## config.mk

```make
export PLATFORM = sky130hd
export DESIGN_NAME = clz_pipe_flat
export DESIGN_NICKNAME = d
export VERILOG_FILES = /design/src/rtl/clz_pipe_pkg.sv /design/src/rtl/clz_pipe_if.sv /design/src/rtl/clz_pipe_merge.sv /design/src/rtl/clz_pipe.sv /design/src/flat_wrapper.sv
export SDC_FILE = /design/constraint.sdc
export NUM_CORES = 1
export LEC_CHECK = 0
export CORE_MARGIN = 3
export CORE_UTILIZATION = 35
export CTS_BUF_LIST = sky130_fd_sc_hd__clkbuf_4 sky130_fd_sc_hd__clkbuf_8
export CTS_CLUSTER_DIAMETER = 50
export DETAILED_ROUTE_END_ITERATION = 8
export PLACE_DENSITY = 0.52
export SLEW_MARGIN = 10
export SYNTH_ARGS = -nofsm -noshare
export SYNTH_HDL_FRONTEND = slang
export SYNTH_HIERARCHICAL = 1
export SYNTH_SLANG_ARGS = --single-unit
```

## constraint.sdc

```tcl
create_clock -name clk -period 4.3 [get_ports clk]
set_clock_uncertainty 0.2 [all_clocks]
set_input_delay 0.86 -clock clk [delete_from_list [all_inputs] [get_ports clk]]
set_output_delay 0.86 -clock clk [all_outputs]
set_load 0.01 [all_outputs]
```

## src/rtl/clz_pipe_pkg.sv

```systemverilog
// Shared types and helpers for the pipelined leading/trailing zero/one counter.
// Provides the mode enum, count-width function, leaf encoder and operand transform.
package clz_pkg;

    typedef enum logic [1:0] {
        CLZ = 2'd0,
        CLO = 2'd1,
        CTZ = 2'd2,
        CTO = 2'd3
    } clz_mode_e;

    function automatic int cw(input int width);
        return $clog2(width) + 1;
    endfunction

    function automatic logic [1:0] leaf_enc(input logic [1:0] g);
        case (g)
            2'b00:   return 2'd2;
            2'b01:   return 2'd1;
            default: return 2'd0;
        endcase
    endfunction

    // One bit of the mode-transformed operand; afterwards every mode is a CLZ.
    function automatic logic xform_bit(input logic [127:0] d, input int unsigned width,
                                       input int unsigned i, input clz_mode_e m);
        logic [6:0] idx;
        logic       b;
        idx = (m == CTZ || m == CTO) ? 7'(width - 1 - i) : 7'(i);
        b   = d[idx];
        return (m == CLO || m == CTO) ? ~b : b;
    endfunction

endpackage

```

## src/rtl/clz_pipe_if.sv

```systemverilog
// Operand/result handshake bundle for clz_pipe.
// master drives operands and out_ready; slave is the counter pipeline.
interface clz_pipe_if #(
    parameter int WIDTH = 32,
    parameter int TAG_W = 8
);
    import clz_pkg::*;

    localparam int CW = cw(WIDTH);

    logic             in_valid;
    logic             in_ready;
    logic [WIDTH-1:0] in_data;
    clz_mode_e        in_mode;
    logic [TAG_W-1:0] in_tag;
    logic             out_valid;
    logic             out_ready;
    logic [CW-1:0]    out_count;
    logic             out_all;
    logic [TAG_W-1:0] out_tag;

    modport master (
        output in_valid, in_data, in_mode, in_tag, out_ready,
        input  in_ready, out_valid, out_count, out_all, out_tag
    );

    modport slave (
        input  in_valid, in_data, in_mode, in_tag, out_ready,
        output in_ready, out_valid, out_count, out_all, out_tag
    );

endinterface

```

## src/rtl/clz_pipe_merge.sv

```systemverilog
// One combinational merge level: pairs of leading-zero counts of width-2^k groups
// are combined into counts for groups twice as wide.
module clz_merge #(
    parameter int GROUPS = 2,
    parameter int CNT_W  = 2
) (
    input  logic [GROUPS*CNT_W-1:0]         in_cnt,
    output logic [(GROUPS/2)*(CNT_W+1)-1:0] out_cnt
);
    logic [CNT_W-1:0] hi;
    logic [CNT_W-1:0] lo;

    // hi's MSB set means hi == 2^k, i.e. the upper group was all zero.
    always_comb begin
        out_cnt = '0;
        hi      = '0;
        lo      = '0;
        for (int unsigned j = 0; j < GROUPS / 2; j++) begin
            hi = in_cnt[(2*j+1)*CNT_W +: CNT_W];
            lo = in_cnt[(2*j)*CNT_W +: CNT_W];
            out_cnt[j*(CNT_W+1) +: CNT_W+1] = hi[CNT_W-1] ? ({1'b0, hi} + {1'b0, lo})
                                                          : {1'b0, hi};
        end
    end

endmodule

```

## src/rtl/clz_pipe.sv

```systemverilog
// Pipelined leading/trailing zero/one counter: leaf level plus log2(WIDTH)-1 merge
// levels, each registered, advancing as a unit under valid/ready flow control.
module clz_pipe #(
    parameter int WIDTH = 32,
    parameter int TAG_W = 8
) (
    input  logic      clk,
    input  logic      reset,
    clz_pipe_if.slave bus
);
    import clz_pkg::*;

    localparam int L  = $clog2(WIDTH);
    localparam int CW = cw(WIDTH);

    logic             advance;
    logic [WIDTH-1:0] op_x;
    logic [WIDTH-1:0] leaf_cnt;

    assign advance      = bus.out_ready | ~bus.out_valid;
    assign bus.in_ready = advance & ~reset;

    for (genvar i = 0; i < WIDTH; i++) begin : g_xform
        assign op_x[i] = xform_bit(128'(bus.in_data), WIDTH, i, bus.in_mode);
    end

    for (genvar g = 0; g < WIDTH / 2; g++) begin : g_leaf_enc
        assign leaf_cnt[2*g +: 2] = leaf_enc(op_x[2*g +: 2]);
    end

    // Stage s holds WIDTH>>(s+1) counts of s+2 bits each.
    for (genvar s = 0; s < L; s++) begin : g_stage
        localparam int GO = WIDTH >> (s + 1);
        localparam int CO = s + 2;

        logic [GO*CO-1:0] cnt_q, cnt_d;
        logic [TAG_W-1:0] tag_q, tag_d;
        logic             vld_q, vld_d;

        if (s == 0) begin : g_src
            assign cnt_d = leaf_cnt;
            assign tag_d = bus.in_tag;
            assign vld_d = bus.in_valid & bus.in_ready;
        end else begin : g_src
            clz_merge #(
                .GROUPS(WIDTH >> s),
                .CNT_W (s + 1)
            ) u_merge (
                .in_cnt (g_stage[s-1].cnt_q),
                .out_cnt(cnt_d)
            );
            assign tag_d = g_stage[s-1].tag_q;
            assign vld_d = g_stage[s-1].vld_q;
        end

        always_ff @(posedge clk) begin
            if (reset) begin
                cnt_q <= '0;
                tag_q <= '0;
                vld_q <= 1'b0;
            end else if (advance) begin
                cnt_q <= cnt_d;
                tag_q <= tag_d;
                vld_q <= vld_d;
            end
        end
    end

    assign bus.out_valid = g_stage[L-1].vld_q;
    assign bus.out_count = g_stage[L-1].cnt_q;
    assign bus.out_tag   = g_stage[L-1].tag_q;
    assign bus.out_all   = (g_stage[L-1].cnt_q == CW'(WIDTH));

endmodule

```

## src/flat_wrapper.sv

```systemverilog
// flat-port wrapper written by rule: the top's interface ports become plain ports
module clz_pipe_flat import clz_pkg::*;
#(
    parameter int WIDTH = 32,
    parameter int TAG_W = 8
)
  (clk, reset, bus_in_valid, bus_in_data, bus_in_mode, bus_in_tag, bus_out_ready, bus_in_ready, bus_out_valid, bus_out_count, bus_out_all, bus_out_tag);
  clz_pipe_if #(.WIDTH(WIDTH), .TAG_W(TAG_W)) bus_i ();
  input  logic clk;
  input  logic reset;
  input wire logic [$bits(bus_i.in_valid)-1:0] bus_in_valid;
  input wire logic [$bits(bus_i.in_data)-1:0] bus_in_data;
  input wire logic [$bits(bus_i.in_mode)-1:0] bus_in_mode;
  input wire logic [$bits(bus_i.in_tag)-1:0] bus_in_tag;
  input wire logic [$bits(bus_i.out_ready)-1:0] bus_out_ready;
  output wire logic [$bits(bus_i.in_ready)-1:0] bus_in_ready;
  output wire logic [$bits(bus_i.out_valid)-1:0] bus_out_valid;
  output wire logic [$bits(bus_i.out_count)-1:0] bus_out_count;
  output wire logic [$bits(bus_i.out_all)-1:0] bus_out_all;
  output wire logic [$bits(bus_i.out_tag)-1:0] bus_out_tag;
  assign bus_i.in_valid = bus_in_valid;
  assign bus_i.in_data = bus_in_data;
  assign bus_i.in_mode = bus_in_mode;
  assign bus_i.in_tag = bus_in_tag;
  assign bus_i.out_ready = bus_out_ready;
  assign bus_in_ready = bus_i.in_ready;
  assign bus_out_valid = bus_i.out_valid;
  assign bus_out_count = bus_i.out_count;
  assign bus_out_all = bus_i.out_all;
  assign bus_out_tag = bus_i.out_tag;
  clz_pipe #(.WIDTH(WIDTH), .TAG_W(TAG_W)) u_core (.clk(clk), .reset(reset), .bus(bus_i));
endmodule
```

==> impl_metrics.csv, run 1 <==
group,metric,value,unit
sta,max_slew_margin,30.2,%
min_path,min-delay-path-class,"reg -> reg",
synth,ys_seq_area_share,37.2,%
route,wl,14200,um
die,fp.dieW,149,um
sta,fin_setup_tns,0,ns
worst_setup_path,cpPeakStageDelay,0.66,ns
synth,yosysTopAreaCellShare,37.2,%
synth,synth_area_leader_cell,"dfxtp_1",
worst_setup_path,slowest_stage,"or4b_2",
worst_setup_path,cp_cell_sequence,"or4b_2 -> nor3_1 -> clkdlybuf4s50_1",
clock_network,post_cts_resize_count,0,
sta,setup_viol,0,
grt,antenna_found_initial,0,
grt,grt_max_degree,102,
synth,synthCells,866,
synth,synth-seq-cells,133,
route,drtIter0Drc,226,
clock_network,h-tree-depth,4,
route,vias,5656,
synth,synthArstFlopShare,0,%
worst_setup_path,worstPathArrival,2.13,ns
die,core-area,19800,um^2
power_and_ir_drop,p_leak,3.03,nW
clock_network,cts_buffers,17,
outcome,status,"finished clean",
die,die_h,149,um
clock_network,clkSinkCount,133,
synth,synth_cell_type_count,32,
min_path,whs_endpoint,"u_core/bus.out_tag[6]",
synth,yosys_warnings,6,
clock_network,clock_latency,0.43,ns
placed_design,dp_slack,1.12,ns
clock_network,cts_tree,"done",
worst_setup_path,cp_top_family,"simple AND/OR/NAND/NOR gates",
synth,syn_nets,960,
worst_setup_path,startpoint_type,"flip-flop",
route,drc,0,
grt,grt_use_total,13.3,%
clock_network,clkTransAtPathRegs,0.07,ns
die,initial_core_util,36.2,%
synth,ys_top_cells_by_count,"204 x nand2_1, 133 x dfxtp_1, 104 x a21oi_1, 47 x nor2_1, 46 x inv_1",
clock_network,clk_root_buffer_cell,"clkbuf_8",
power_and_ir_drop,ir_worst_vdd,0.000171,V
synth,netlist_area,7160,um^2
sta,hold_viol_final,0,
synth,avgSynthCellArea,8.26,um^2
sta,period_minus_slack,3.19,ns
worst_setup_path,rr_endpoint,"u_core/bus.out_count[4]",
sta,fin_hold_ws,0.250,ns
route,avgRoutedWirePerCell,12.1,um
grt,grt_pass1_wl,24700,um
placed_design,hpwlAfterDp,9350,um
finish,nNetsFinal,994,
sta,slew_viol_final,0,
synth,synth.most_common_cell,"nand2_1",
sta,fin_ws,1.11,ns
finish,layout-drive-gt1-share,10.9,%
sta,rsz0062_at_grt,"false",
worst_setup_path,path_buf_inv,1,
worst_setup_path,cp.required,3.24,ns
die,io_pins,63,
worst_setup_path,critPathKind,"reg -> out",
finish,syn2layout_area_growth,17.3,%
sta,period_share,74.1,%
worst_setup_path,timing.rr.start,"u_core/g_stage[3].cnt_q[5]",
finish,fillers,2040,
synth,synth_area_leaders,"dfxtp_1 37%, nand2_1 11%, a21oi_1 7.3%",
grt,grt_pass1_vias,5307,
min_path,hold_path.startpoint,"u_core/bus.out_tag[6]",
sta,tightestPinTransition,1.05,ns
sta,fmax,314,MHz
placed_design,io_buffer_count,62,
synth,yosys.area_share.simple,20.9,%
route,final_antenna_net_count,0,
synth,synth_top_flop_cell,"dfxtp_1",
synth,synth_compound_area_share,13.4,%
worst_setup_path,path_max_fanout,3,
run,max_cap_viol_count,0,
min_path,min_path_cells,2,
route,viasPerCell,4.81,
synth,synth_top_family_by_area,"simple AND/OR/NAND/NOR gates",
worst_setup_path,ff2ff_setup_slack,2.17,ns
die,num_rows,51,
placed_design,place_congestion,0.755,
finish,num_antenna_cells,0,
clock_network,cts.path.max_buffers,2,
worst_setup_path,end_kind,"primary output",
synth,synth_fa_ha_area_share,9.97,%
clock_network,hold_buffers,0,
clock_network,postCtsSetupBuffers,0,
grt,overflow,0,
synth,synth_xor_area_share,0.857,%
die,dieArea,22200,um^2
placed_design,dp_cells,1146,
route,drt_pre_antenna_iters,5,
synth,synth-edff-count,0,
finish,post_layout_nonfiller_instances,1177,
power_and_ir_drop,power.density,315,nW/um^2
worst_setup_path,ff2ff_path_depth,8,
synth,synth_mux_area_share,11.9,%
==> report_power, final <==
| group | switching (W) | leakage (nW) | internal, W | total (W) |
|---|---|---|---|---|
| combinational | 0.000121 | 1.74 | 0.000132 | 0.000253 |
| clock | 0.000486 | 0.201 | 0.000610 | 0.00110 |
| sequential | 0.0000267 | 1.08 | 0.00127 | 0.00130 |
==> sequential cells by signal, summed over array words and instances, names as in the netlist <==
signal	count
u_core/bus.out_valid	1
u_core/bus.out_count	6
u_core/g_stage.cnt_q	82
u_core/g_stage.vld_q	4
u_core/bus.out_tag	8
u_core/g_stage.tag_q	32
==> worst register-to-register path: stages (launching register included) <==
cell      delay (ns)
dfxtp_1         0.36
ha_1            0.22
inv_1           0.08
fa_1            0.45
nand2b_1        0.16
a21oi_1         0.19
mux2i_1         0.21
nand2_1         0.06
a21oi_1         0.13
==> stage by stage <==
| stage | utilization, % | instance area, um^2 | power [W] |
|---|---|---|---|
| final | 42.4 | 8390 | 0.00265 |
| after floorplan | - | 7160 | 0.00149 |
| after detailed placement | 40.3 | 7970 | 0.00158 |
| after CTS | 42.4 | 8390 | 0.00270 |
| after global routing | 42.4 | 8390 | 0.00278 |
| after global placement | 40.3 | 7970 | 0.00158 |
==> layer usage <==
| layer | routed length, um | track usage, % | vias up |
|---|---|---|---|
| met1 | 7400 | 18.6 | 2564 |
| met2 | 6150 | 20.4 | 78 |
| met4 | 114 | 3.30 | 0 |
| li1 | - | - | 3004 |
| met3 | 543 | 3.74 | 10 |
| met5 | 0 | 0 | - |
==> logic make-up (layout without fill, tap and decap cells) <==
family / count (synthesis) / count (layout)
buffers and inverters: 102 / 148
adders and majority gates: 48 / 48
and+or+nand+nor: 345 / 345
muxes: 73 / 73
DFF: 133 / 133
AOI/OAI and AO/OA: 158 / 158
xor gates and xnor gates: 7 / 7
==> cell usage in the layout (no fill, tap or decap), drive strengths merged, types with 20 or more instances in the layout <==
cell             n
clkbuf          20
or3             32
a311oi          32
nand3           32
nor2            47
a21oi          106
ha              33
mux2            50
dfxtp          133
inv             47
nand2          204
mux2i           23
clkdlybuf4s50   60
==> worst max path at each step <==
stage,from,end,slack (ns),cells after the start
after global routing,u_core/bus.out_count[2],bus_out_all,0.97,3
after CTS,u_core/bus.out_count[2],bus_out_all,1.07,3
after detailed placement,bus_out_ready,bus_in_ready,1.12,4
final,u_core/bus.out_count[2],bus_out_all,1.11,3
after floorplan,reset,bus_in_ready,1.77,3
after global placement,bus_out_ready,bus_in_ready,1.13,4
==> cell type report <==
cell class,instances,area (um^2),share of cell area (%)
clock buffers,20,269,3.21
clock inverters,11,151,1.80
inverters,46,173,2.06
multi-input cells,631,4100,48.8
flip-flops and latches,133,2660,31.7
well taps,265,332,3.95
repair buffers,71,706,8.41
Note: power is estimated with default switching activity, not from simulation.
==> inputs of run 2 (changes only) <==
Settings changed: PLACE_DENSITY 0.52 to 0.54.
Clock period 4.3 ns to 2.85 ns, I/O delays scaled along.
==> run 2 against run 1 <==
  * Combinational power increased by 51%
  * Final cell count unchanged
  * Clock power up 63%
  * Core utilization up 0.41 points
  * Largest power group unchanged
  * Design area increased by 0.97%
  * First-iteration DRC count is 8.4% lower
  * Wire length decreased by 1.8%
  * Worst hold slack worse by 0.00050 ns
  * Sequential power is 51% higher
  * Largest cell class unchanged
  * Die area unchanged
  * Register-to-register slack worse by 1.4 ns
==> impl_metrics.csv, run 2 (synthesis results as in run 1) <==
group,metric,value,unit
outcome,status,"finished clean",
worst_setup_path,end_kind,"primary output",
die,num_rows,51,
route,wl,14000,um
placed_design,placed_cell_area,8010,um^2
sta,fmax,380,MHz
worst_setup_path,cp.required,2.08,ns
die,core-area,19800,um^2
die,fp.dieW,149,um
clock_network,hold_buffers,0,
worst_setup_path,cp_cell_sequence,"or4b_2 -> nor3_1 -> dlygate4sd2_1",
clock_network,clkTransAtPathRegs,0.08,ns
die,dieArea,22200,um^2
route,drt_pre_antenna_iters,4,
power_and_ir_drop,ir_worst_vdd,0.000239,V
finish,final_cell_mix,"204 x nand2_1, 133 x dfxtp_1, 104 x a21oi_1, 59 x clkdlybuf4s50_1, 47 x nor2_1",
clock_network,post_cts_resize_count,1,
sta,slew_viol_final,0,
sta,fin_setup_tns,0,ns
finish,max_flop_register,"u_core/g_stage.cnt_q",
finish,layout-drive-gt1-share,10.9,%
worst_setup_path,path_max_fanout,3,
die,die_h,149,um
route,viasPerCell,4.74,
route,drtIter0Drc,207,
clock_network,postCtsSetupBuffers,0,
grt,grt_pass1_wl,24500,um
sta,fin_hold_ws,0.249,ns
sta,setup_viol,0,
worst_setup_path,slowest_stage,"or4b_2",
power_and_ir_drop,power.total,0.00413,W
min_path,min-delay-path-class,"reg -> reg",
sta,fin_ws,0.218,ns
placed_design,hpwlAfterDp,9190,um
grt,overflow,0,
sta,tightestPinTransition,1.04,ns
placed_design,dp_slack,0.217,ns
sta,period_minus_slack,2.63,ns
die,initial_core_util,36.2,%
clock_network,h-tree-depth,4,
placed_design,place_congestion,0.734,
clock_network,clk_root_buffer_cell,"clkbuf_8",
worst_setup_path,cp_top_family,"simple AND/OR/NAND/NOR gates",
die,io_pins,63,
clock_network,cts_buffers,17,
grt,grt_use_total,13.2,%
grt,antenna_found_initial,0,
clock_network,cts_tree,"done",
worst_setup_path,path_buf_inv,1,
clock_network,cts.path.max_buffers,2,
worst_setup_path,worstPathArrival,1.86,ns
placed_design,io_buffer_count,62,
finish,fin_area,8470,um^2
worst_setup_path,cpPeakStageDelay,0.66,ns
finish,largest_reg_flops,82,
power_and_ir_drop,p_leak,3.06,nW
route,avgRoutedWirePerCell,11.9,um
run,max_cap_viol_count,0,
clock_network,clock_latency,0.44,ns
route,final_antenna_net_count,0,
finish,nNetsFinal,993,
sta,hold_viol_final,0,
grt,grt_max_degree,134,
sta,max_slew_margin,30.5,%
sta,period_share,92.4,%
route,drc,0,
finish,num_antenna_cells,0,
finish,syn2layout_area_growth,18.4,%
worst_setup_path,critPathKind,"reg -> out",
clock_network,clkSinkCount,133,
power_and_ir_drop,power.density,488,nW/um^2
finish,layout_commonest_cell,"nand2_1",
grt,grt_pass1_vias,5243,
route,vias,5577,
sta,rsz0062_at_grt,"false",
worst_setup_path,startpoint_type,"flip-flop",
[run 2: tightest hold or removal path, delay by kind of cell, from the launching register on]
| kind | cells | cell delay, ns |
|---|---|---|
| and+or+nand+nor | 1 | 0.05 |
| DFF | 1 | 0.31 |
| AOI/OAI and AO/OA | 1 | 0.05 |
[run 2: path summary, 6_finish.rpt]
| path | depth (start not counted) | startpoint | end | slack [ns] |
|---|---|---|---|---|
| worst max-delay path | 3 | u_core/bus.out_count[2] | bus_out_all | 0.22 |
| worst min-delay path | 2 | u_core/bus.out_tag[5] | u_core/bus.out_tag[5] | 0.25 |
| worst max register to register | 8 | u_core/g_stage[3].cnt_q[0] | u_core/bus.out_count[4] | 0.75 |
| worst min register to register | 2 | u_core/bus.out_tag[5] | u_core/bus.out_tag[5] | 0.25 |
[run 2: cell type report]
| type | instances | area (um^2) |
|---|---|---|
| well taps | 265 | 332 |
| inverters | 46 | 173 |
| multi-input cells | 631 | 4100 |
| flip-flops and latches | 133 | 2660 |
| fillers | 2056 | 11300 |
| clock buffers | 21 | 289 |
| clock inverters | 11 | 171 |
| repair buffers | 70 | 747 |
[run 2: report_power, final]
group / internal (W) / total (W) / switching, W
clock: 0.00105 / 0.00179 / 0.000745
combinational: 0.000204 / 0.000383 / 0.000179
sequential: 0.00192 / 0.00196 / 0.0000397
total: 0.00317 / 0.00413 / 0.000964
[run 2: per-stage QoR]
step	util, %	cells
after global routing	42.8	1177
after global placement	40.5	1145
after CTS	42.8	1177
final	42.8	1177
after floorplan	-	866
after detailed placement	40.5	1145
[run 2: routing by layer]
layer  vias to the layer above  share of wire (%)  GRT usage (%)  wire length [um]
li1                       3004                  -              -                 -
met1                      2495                 51           17.9              7090
met2                        68                 45           20.8              6220
met3                        10                3.7           3.40               512
met4                         0               0.90           3.84               125
met5                         -                  0              0                 0
